<file path="config.mk">
export PLATFORM = sky130hd
export DESIGN_NAME = mem_ctrl
export DESIGN_NICKNAME = d
export VERILOG_FILES = /design/src/rtl/mem_ctrl_pkg.sv /design/src/rtl/mc_byte_asm.sv /design/src/rtl/mem_ctrl.sv
export SDC_FILE = /design/constraint.sdc
export NUM_CORES = 1
export LEC_CHECK = 0
export CAP_MARGIN = 20
export CORE_AREA = 2 2 101 177
export DETAILED_ROUTE_END_ITERATION = 16
export DIE_AREA = 0 0 103 179
export PLACE_DENSITY_LB_ADDON = 0.25
export SLEW_MARGIN = 20
export SYNTH_ARGS = -nofsm -noshare
export SYNTH_HDL_FRONTEND = slang
export SYNTH_SLANG_ARGS = --single-unit
</file>
<file path="constraint.sdc">
create_clock -name clk -period 2.6 [get_ports clk]
set_input_delay 0.52 -clock clk [delete_from_list [all_inputs] [get_ports clk]]
set_output_delay 0.52 -clock clk [all_outputs]
set_load 0.01 [all_outputs]
</file>
<file path="src/rtl/mem_ctrl_pkg.sv">
// mem_ctrl_pkg: shared state/owner encodings and helpers for the byte-wide RAM sequencer.
package mem_ctrl_pkg;
    localparam int MC_ADDR_W = 32;

    typedef enum logic [1:0] {MC_IDLE, MC_RD, MC_WR, MC_DONE} mc_state_e;
    typedef enum logic {MC_OWN_IF, MC_OWN_DATA} mc_owner_e;

    // Read issues lane 3 twice so its byte can land one cycle later.
    function automatic logic [1:0] mc_lane_clamp(input logic [2:0] cnt);
        return cnt > 3'd3 ? 2'd3 : cnt[1:0];
    endfunction
endpackage

</file>
<file path="src/rtl/mc_byte_asm.sv">
// mc_byte_asm: picks one byte lane out of a word and rebuilds the word with that lane replaced.
module mc_byte_asm (
    input  logic [31:0] word,
    input  logic [1:0]  idx,
    input  logic [7:0]  byte_in,
    output logic [7:0]  byte_out,
    output logic [31:0] word_out
);
    always_comb begin
        word_out = word;
        word_out[8*idx +: 8] = byte_in;
    end

    assign byte_out = word[8*idx +: 8];
endmodule

</file>
<file path="src/rtl/mem_ctrl.sv">
// mem_ctrl: arbitrates fetch and data word requests onto a single-port byte-wide RAM.
// Optional MEM_CTRL_FETCH_HIT_EN adds a one-entry fetch tag that skips repeated fetches.
module mem_ctrl
    import mem_ctrl_pkg::*;
#(
    parameter int ADDR_W     = MC_ADDR_W,
    parameter int RAM_RD_LAT = 1
) (
    input  logic              clk,
    input  logic              rst_n,
    input  logic              if_req,
    input  logic [ADDR_W-1:0] if_addr,
    output logic [31:0]       if_data,
    output logic              if_busy,
    input  logic              mem_read,
    input  logic              mem_write,
    input  logic [ADDR_W-1:0] mem_addr,
    input  logic [3:0]        mem_mask,
    input  logic [31:0]       mem_wdata,
    output logic [31:0]       mem_data,
    output logic              mem_busy,
    output logic [ADDR_W-1:0] ram_addr,
    output logic [7:0]        ram_wdata,
    output logic              ram_we,
    input  logic [7:0]        ram_rdata
);
    localparam logic [2:0] RD_LAT  = 3'(RAM_RD_LAT);
    localparam logic [2:0] RD_LAST = 3'(3 + RAM_RD_LAT);

    mc_state_e         state, state_n;
    mc_owner_e         owner, owner_n;
    logic [2:0]        cnt, cnt_n;
    logic [ADDR_W-1:0] base, base_n, if_base, mem_base;
    logic [3:0]        mask_q;
    logic [31:0]       wdata_q, lane_word, rd_word;
    logic [1:0]        lane_idx;
    logic [7:0]        wr_byte;
    logic              hit, capture, unused_addr;

    assign if_base     = {if_addr[ADDR_W-1:2], 2'b00};
    assign mem_base    = {mem_addr[ADDR_W-1:2], 2'b00};
    assign unused_addr = ^{if_addr[1:0], mem_addr[1:0]};

`ifdef MEM_CTRL_FETCH_HIT_EN
    logic [ADDR_W-1:0] last_if_base;
    logic              valid;

    assign hit = valid && last_if_base == if_base;

    always_ff @(posedge clk or negedge rst_n) begin
        if (!rst_n) begin
            valid        <= 1'b0;
            last_if_base <= '0;
        end else if (state == MC_IDLE && mem_write && mem_base == last_if_base) begin
            valid <= 1'b0;
        end else if (state == MC_RD && owner == MC_OWN_IF && cnt == RD_LAST) begin
            valid        <= 1'b1;
            last_if_base <= base;
        end
    end
`else
    assign hit = 1'b0;
`endif

    always_comb begin
        state_n = state;
        owner_n = owner;
        base_n  = base;
        cnt_n   = cnt + 3'd1;
        case (state)
            MC_IDLE: begin
                cnt_n = '0;
                if (mem_write || mem_read) begin
                    state_n = mem_write ? MC_WR : MC_RD;
                    owner_n = MC_OWN_DATA;
                    base_n  = mem_base;
                end else if (if_req) begin
                    state_n = hit ? MC_DONE : MC_RD;
                    owner_n = MC_OWN_IF;
                    base_n  = if_base;
                end
            end
            MC_RD:   state_n = cnt == RD_LAST ? MC_DONE : MC_RD;
            MC_WR:   state_n = cnt == 3'd3 ? MC_DONE : MC_WR;
            default: begin
                state_n = MC_IDLE;
                cnt_n   = '0;
            end
        endcase
    end

    always_ff @(posedge clk or negedge rst_n) begin
        if (!rst_n) begin
            state   <= MC_IDLE;
            owner   <= MC_OWN_DATA;
            cnt     <= '0;
            base    <= '0;
            mask_q  <= '0;
            wdata_q <= '0;
        end else begin
            state <= state_n;
            owner <= owner_n;
            cnt   <= cnt_n;
            base  <= base_n;
            if (state == MC_IDLE && mem_write) begin
                mask_q  <= mem_mask;
                wdata_q <= mem_wdata;
            end
        end
    end

    // One assembler serves both directions: serialises wdata_q on writes, merges read bytes otherwise.
    assign lane_word = state == MC_WR ? wdata_q : owner == MC_OWN_IF ? if_data : mem_data;
    assign lane_idx  = state == MC_WR ? cnt[1:0] : 2'(cnt - RD_LAT);
    assign capture   = state == MC_RD && cnt >= RD_LAT;

    mc_byte_asm u_asm (
        .word     (lane_word),
        .idx      (lane_idx),
        .byte_in  (ram_rdata),
        .byte_out (wr_byte),
        .word_out (rd_word)
    );

    always_ff @(posedge clk or negedge rst_n) begin
        if (!rst_n) begin
            if_data  <= '0;
            mem_data <= '0;
        end else if (capture) begin
            if (owner == MC_OWN_IF) if_data <= rd_word;
            else mem_data <= rd_word;
        end
    end

    assign ram_addr  = state == MC_RD ? base + ADDR_W'(mc_lane_clamp(cnt)) :
                       state == MC_WR ? base + ADDR_W'(cnt[1:0]) : '0;
    assign ram_wdata = state == MC_WR ? wr_byte : '0;
    assign ram_we    = state == MC_WR && mask_q[cnt[1:0]];

    assign mem_busy = (mem_read || mem_write) && !(state == MC_DONE && owner == MC_OWN_DATA);
    assign if_busy  = if_req && !(state == MC_DONE && owner == MC_OWN_IF);
endmodule

</file>
==> results.md, run 1 <==
Placed design
- 0.878 — gpl congestion
- 15.9 mm — placed wire-length estimate
- 215 — IO buf count
- 1140 — placed cell count

Critical path
- 2330 ps — arrival time at the worst endpoint
- 7 — peak fanout along the critical path
- if_data[23] — worst flop-to-flop path endpoint
- 2080 ps — required time of the worst setup path
- 15 — Reg2Reg Depth
- 120 ps — Worst R2R Setup Slack
- flip-flop — nature of the critical path startpoint
- reg2out — category of the critical setup timing path
- output port — sort of element at the end of the critical path
- ram_wdata[1] — last element of the critical path
- owner — r2r startpoint
- owner — launch point of the worst path

Finish
- 53.2% — synth-to-layout area growth
- 3760 µm² — combined area of the multi-input logic cells
- 1475 — # fillers
- 0.239 — ratio of cells with drive above 1 in the final layout
- 3410 µm² — sequential cell area in the final layout
- 1198 — non-filler instance count after layout
- 0 — number of diodes added for antenna fixing
- 1081 — fin nets

Die
- 18400 µm² — overall die area
- 0.419 — Initial Util
- 179 µm — vertical die dimension
- 220 — Boundary Pins
- 64 — FP Rows
- 103 µm — width of the die
- 17100 µm² — Core Region

Clocking
- done — clock tree from TritonCTS
- 420 ps — clk_lat worst skew
- 60 ps — clock input transition at the sequential cells of the worst setup and hold paths
- 2 — buffer levels on the longest clock path
- 17 — number of buffers inserted during clock tree synthesis
- 136 — clock sink count
- 4 — Clock H-tree levels
- clkbuf_16 — Clk Tree Root Cell

STA
- 1.10 — share of the cycle needed by the critical path after routing
- -249 ps — slack of the critical path
- 351 MHz — max frequency
- 0.604 — worst rel slew slack
- 0 — final-report max-slew violation count
- -1660 ps — Fin Setup TNS
- 0 — number of hold violations in the final report
- 13.1 ps — largest clock skew in the final design
- yes — unrepaired setup endpoints after global routing
- 8 — number of setup violations in the final report
- 2850 ps — minimum period implied by the final worst setup slack
- 594 ps — Worst Tran Pin Value

Power
- 0.883 mV — highest ir drop seen on vdd
- 0.00486 µW — leakage power summed over all cells
- 1450 nW/µm² — PD cells
- 16000 µW — PnR Total Power

Min path
- in2async — path type of the worst min-delay path

Global routing
- 0 — antenna violations before repair
- 33.3 mm — first-pass GRT wire length
- 82 — pin count of the biggest net entering global routing
- 0.242 — GRT Total Usage
- 6284 — vias in the first global route
- 0 — total global routing overflow

Synth
- 0 — yosys warns
- 136 — synthesis-stage register bit count
- dfrtp_1, nand2_1, mux2_2 — leading cell types by count after synthesis
- dfrtp_1 — dominant cell type by area after synthesis
- 10.4 µm² — synthesized area divided by synthesized cell count
- dfrtp_1 — most numerous cell in the Yosys netlist
- 1.00 — share of synthesized flip-flops with an asynchronous set or reset
- dfrtp_1 — primary flip-flop cell chosen by synthesis mapping
- dfrtp_1, mux2_2, mux2i_1 — Area contributors post-synth
- 0 — number of enable-type register cells in the synthesized netlist
- 689 — number of instances in the synthesized netlist
- 0.470 — area share of the leading cell type in the synthesized netlist
- 7190 µm² — Synth Cell Area
- 43 — Unique masters post-synth
- 0.474 — register area share after synthesis
- 816 — Post-Syn Nets

Outcome
- finished, violations left — outcome
- negative setup slack — violations in the final reports

Drt
- 5 — Pre-Repair DR Iteration Count
- 6164 — Vias
- 18.4 µm — average routed wire per standard cell
- 0 — final antenna-violating net count
- 0 — drt drc
- 22.1 mm — routed wire length
- 5.15 — Via density
- 332 — iteration-0 DRC count of the detailed router

Flow run
- 0 — max-cap violation count

==> flip-flops by register name, indices dropped and copies added, names as in the netlist <==
signal,count
mem_data,32
if_data,32
base,30
state,2
owner,1
mask_q,4
wdata_q,32
cnt,3
==> what timing repair did <==
item	in CTS	in global routing
pin swaps	9	2
cloned	3	0
endpoints found under the hold margin	7	0
endpoints found under the setup margin	41	28
buffers inserted	23	2
hold buffers	1	0
gates resized for setup	123	17
==> cell usage in the layout (no fill, tap or decap), types with 2 or more instances in the layout <==
cell	netlist	final
inv_1	18	17
a22oi_1	8	8
nor4_2	1	2
o22ai_1	8	7
nor2_1	36	34
buf_2	14	8
a21oi_1	42	42
clkbuf_16	0	17
nand3b_1	7	7
dlymetal6s2s_1	0	2
dfrtp_1	135	134
mux2_4	0	21
bufinv_16	0	2
nor2_4	0	3
nand3_1	8	8
o21ai_0	68	64
o21ai_1	3	6
mux2i_4	0	4
buf_16	0	2
inv_6	0	5
nor2b_4	2	2
o31ai_1	2	2
buf_6	4	8
clkinvlp_4	0	4
nor2b_1	32	32
a2bb2oi_1	8	7
ha_4	0	4
nand2_1	77	77
mux2i_2	0	10
mux2i_1	71	57
ha_1	14	9
clkbuf_8	0	2
clkdlybuf4s50_1	0	172
nor4_1	7	6
dlygate4sd2_1	0	32
and2_1	2	2
mux2_2	76	55
buf_12	0	12
buf_4	3	54
==> through the flow <==
stage                      util  hold slack (ps)  setup slack [ps]  instance area (µm²)
after CTS                 0.639              451              -230                11000
after detailed placement  0.579              326              -274                 9920
final                     0.642              463              -249                11000
after global placement    0.579              327              -177                 9920
after floorplan               -              224              69.0                 7190
after global routing      0.642              461              -319                11000
==> power by group <==
group | internal (µW) | switching [µW] | leakage, µW
combinational | 5130 | 4590 | 0.00297
clock | 1480 | 959 | 0.000280
sequential | 3140 | 708 | 0.00160
==> worst max-delay path: stages (launching register included) <==
cell,delay [ps]
dfstp_2,540
buf_12,140
buf_16,130
mux2_2,340
mux2i_2,290
mux2_2,220
o22ai_1,90
buf_2,160
==> kinds of logic after synthesis <==
| family | after synthesis | synth area share |
|---|---|---|
| mux | 148 | 0.221 |
| buf+inv | 66 | 0.0427 |
| simple gates | 178 | 0.122 |
| flops | 136 | 0.474 |
| fa+ha+maj | 14 | 0.0244 |
| compound gates | 147 | 0.116 |
==> layout make-up <==
type	instances	share of cell area
clock buffer	20	0.0415
inverter	19	0.00648
timing repair buffer	292	0.262
tap	231	0.0263
clock inverter	12	0.0126
multi-input combinational	488	0.342
sequential	136	0.309
==> per-layer routing <==
| metal | track usage | share of wire | vias up |
|---|---|---|---|
| met4 | 0.0883 | 0.031 | 0 |
| met1 | 0.250 | 0.35 | 2945 |
| met5 | 0 | 0 | - |
| met3 | 0.0507 | 0.057 | 46 |
| met2 | 0.464 | 0.56 | 234 |
| li1 | - | - | 2939 |
==> worst min path at each step <==
stage,startpoint,endpoint
global route,rst_n,base[26]
global placement,rst_n,base[26]
finish,rst_n,base[26]
floorplan,rst_n,base[10]
detailed placement,rst_n,base[26]
CTS,rst_n,base[26]
(Power assumes the default switching activity.)
==> inputs of run 2 (changes only) <==
Settings changed: CORE_AREA 2 2 101 177 to 2 2 112 195, DIE_AREA 0 0 103 179 to 0 0 114 197.
==> run 2 against run 1 <==
The flow still finishes with violations (negative setup slack). Fmax up 0.68%. Combinational power up 1%. Routed wire length up 3.0%. Register-to-register slack about the same. Flip-flop and latch count unchanged. Sequential power about the same. Sequential share of layout area down 0.17 points. Final area up 0.50%. Die area up 22%. Via count down 2.5%. Final cell count up 0.17%. Non-clock buffer count down 19.
==> results.md, run 2 (synthesized netlist as in run 1, its figures left out) <==
Outcome
- finished, violations left — outcome
- negative setup slack — violations in the final reports

Critical path
- flip-flop — nature of the critical path startpoint
- 2310 ps — arrival time at the worst endpoint, -20 ps
- 6 — peak fanout along the critical path, -1
- 11 — Reg2Reg Depth, -4
- reg2out — category of the critical setup timing path
- output port — sort of element at the end of the critical path
- 2080 ps — required time of the worst setup path, about the same

STA
- 0.578 — worst rel slew slack, -0.0255
- 0 — number of hold violations in the final report, unchanged
- -230 ps — slack of the critical path, +19.3 ps
- 0 — final-report max-slew violation count, unchanged
- 1.09 — share of the cycle needed by the critical path after routing, -0.00742
- 353 MHz — max frequency, +0.68%
- 633 ps — Worst Tran Pin Value, +38.2 ps
- 38 — number of setup violations in the final report, +30
- 2830 ps — minimum period implied by the final worst setup slack, -19.3 ps
- 5.55 ps — largest clock skew in the final design, -7.56 ps
- yes — unrepaired setup endpoints after global routing

Power
- 0.00478 µW — leakage power summed over all cells, -1.6%
- 0.605 — proportion of power drawn by combinational gates, -0.003
- 0.393 — switching fraction of total power, +0.00260
- 0.158 — part of the total power dissipated in the clock network, +0.006
- 0.754 mV — highest ir drop seen on vdd, -15%
- 6390 µW — net switching power figure, +2.2%
- 0.237 — Sequential Power Share, -0.003
- 9850 µW — Internal Dissipation, +1.1%
- 1470 nW/µm² — PD cells, +0.99%

Finish
- clkdlybuf4s50_1, dfrtp_1, nand2_1, o21ai_0, mux2i_1 — most frequent cells in the layout
- 0.239 — ratio of cells with drive above 1 in the final layout, +0.000568
- 53.9% — synth-to-layout area growth
- 1892 — # fillers, +28%
- if_data x32, mem_data x32, wdata_q x32 — top flop regs
- 0.531 — fin util, -0.112
- 1062 — fin nets, -1.8%
- clkdlybuf4s50_1 — leading cell type in the layout, fill and taps excluded
- 0 — number of diodes added for antenna fixing, unchanged

Placed design
- 0.880 — gpl congestion, +0.22%
- -261 ps — worst-case setup slack after placement, +12.7 ps
- 215 — IO buf count, unchanged
- 16.7 mm — placed wire-length estimate, +5.5%

Global routing
- 0 — total global routing overflow, unchanged
- 0 — antenna violations before repair, unchanged
- 65 — pin count of the biggest net entering global routing, -21%
- 6094 — vias in the first global route, -3.0%
- 33.9 mm — first-pass GRT wire length, +1.9%
- 0.199 — GRT Total Usage, -0.0430

Clocking
- clkbuf_16 — Clk Tree Root Cell
- 136 — clock sink count, unchanged
- 420 ps — clk_lat worst skew, about the same
- done — clock tree from TritonCTS
- 17 — number of buffers inserted during clock tree synthesis, unchanged
- 4 — Clock H-tree levels, unchanged
- 0 — cts hold-fix bufs, -1
- 2 — buffer levels on the longest clock path, unchanged
- 60 ps — clock input transition at the sequential cells of the worst setup and hold paths, about the same

Min path
- in2async — path type of the worst min-delay path

Drt
- 222 — iteration-0 DRC count of the detailed router, -33%
- 0 — final antenna-violating net count, unchanged
- 4 — Pre-Repair DR Iteration Count, -1
- 6007 — Vias, -2.5%
- 5.01 — Via density, -2.7%
- 22.7 mm — routed wire length, +3.0%
- 18.9 µm — average routed wire per standard cell, +2.9%
- 0 — drt drc, unchanged

Die
- 70 — FP Rows, +9.4%
- 20800 µm² — Core Region, +22%
- 114 µm — width of the die, +11%
- 220 — Boundary Pins, unchanged
- 0.345 — Initial Util, -0.0746
- 22500 µm² — overall die area, +22%
- 197 µm — vertical die dimension, +10%

Flow run
- 0 — max-cap violation count, unchanged

==> run 2: cell types whose count changed in the layout (fill, tap and decap cells not counted), sizes merged <==
cell / before / now
dlygate4sd3: 1 / 0
buf: 85 / 65
clkinv: 2 / 6
clkdlybuf4s50: 172 / 171
bufinv: 2 / 4
nor2: 38 / 37
dlygate4sd2: 32 / 34
dlymetal6s2s: 2 / 1
inv: 23 / 17
clkinvlp: 4 / 5
clkbuf: 20 / 22
==> run 2: metal layers <==
metal,wire (µm),GRT usage,vias to the layer above
li1,-,-,2915
met1,8660,0.217,2867
met2,12400,0.369,189
met3,885,0.0311,36
met4,738,0.0958,0
met5,0,0,-
==> run 2: worst paths after layout <==
check | from | slack, ps | to
setup / recovery | owner | -230 | ram_wdata[1]
setup reg to reg | state[0] | 110 | if_data[17]
max in group asynchronous | rst_n | 1760 | base[26]
min in group clk | base[5] | 470 | base[5]
hold reg to reg | base[5] | 470 | base[5]
hold / removal | rst_n | 70 | wdata_q[1]
==> run 2: timing repair <==
item / in CTS / in global routing
buffers inserted: 4 / 3
cloned: 3 / 2
resized for setup: 110 / 51
hold endpoints to repair: 0 / 0
setup endpoints to repair: 57 / 87
pin swaps: 7 / 6
==> run 2: area by class of cell <==
| cell class | instances | area [µm²] | area share |
|---|---|---|---|
| multi-input cells | 487 | 3890 | 0.352 |
| flip-flops and latches | 136 | 3400 | 0.308 |
| repair buffers | 273 | 2740 | 0.248 |
| clock buffers | 20 | 447 | 0.0404 |
| well taps | 252 | 315 | 0.0285 |
| clock inverters | 12 | 175 | 0.0158 |
| inverters | 19 | 75.1 | 0.00679 |
| repair inverters | 1 | 7.51 | 0.000679 |
==> run 2: power by group through the flow <==
stage	combinational (µW)	sequential, µW	clock, µW
floorplan	4740	3850	0
global placement	8590	3810	0
detailed placement	8680	3840	0
CTS	9140	3850	2630
global route	10500	3990	2710
finish	9820	3850	2560
==> run 2: through the flow <==
stage	std cells	area, µm²	total power (µW)	hold slack [ps]	TNS [ps]
floorplan	689	7190	8590	224	0
global placement	1158	9930	12400	455	-3150
detailed placement	1158	9930	12500	463	-3860
CTS	1197	10800	15600	94.4	-1820
global route	1200	11100	17200	117	-5600
finish	1200	11100	16200	74.5	-2030
==> run 2: worst max-delay path, cell delays in order (launching register included) <==
cell and delay (ps):
dfstp_2 650, buf_12 160, mux2_4 300, mux2_4 300
mux2i_2 190, o22ai_1 130, buf_2 150
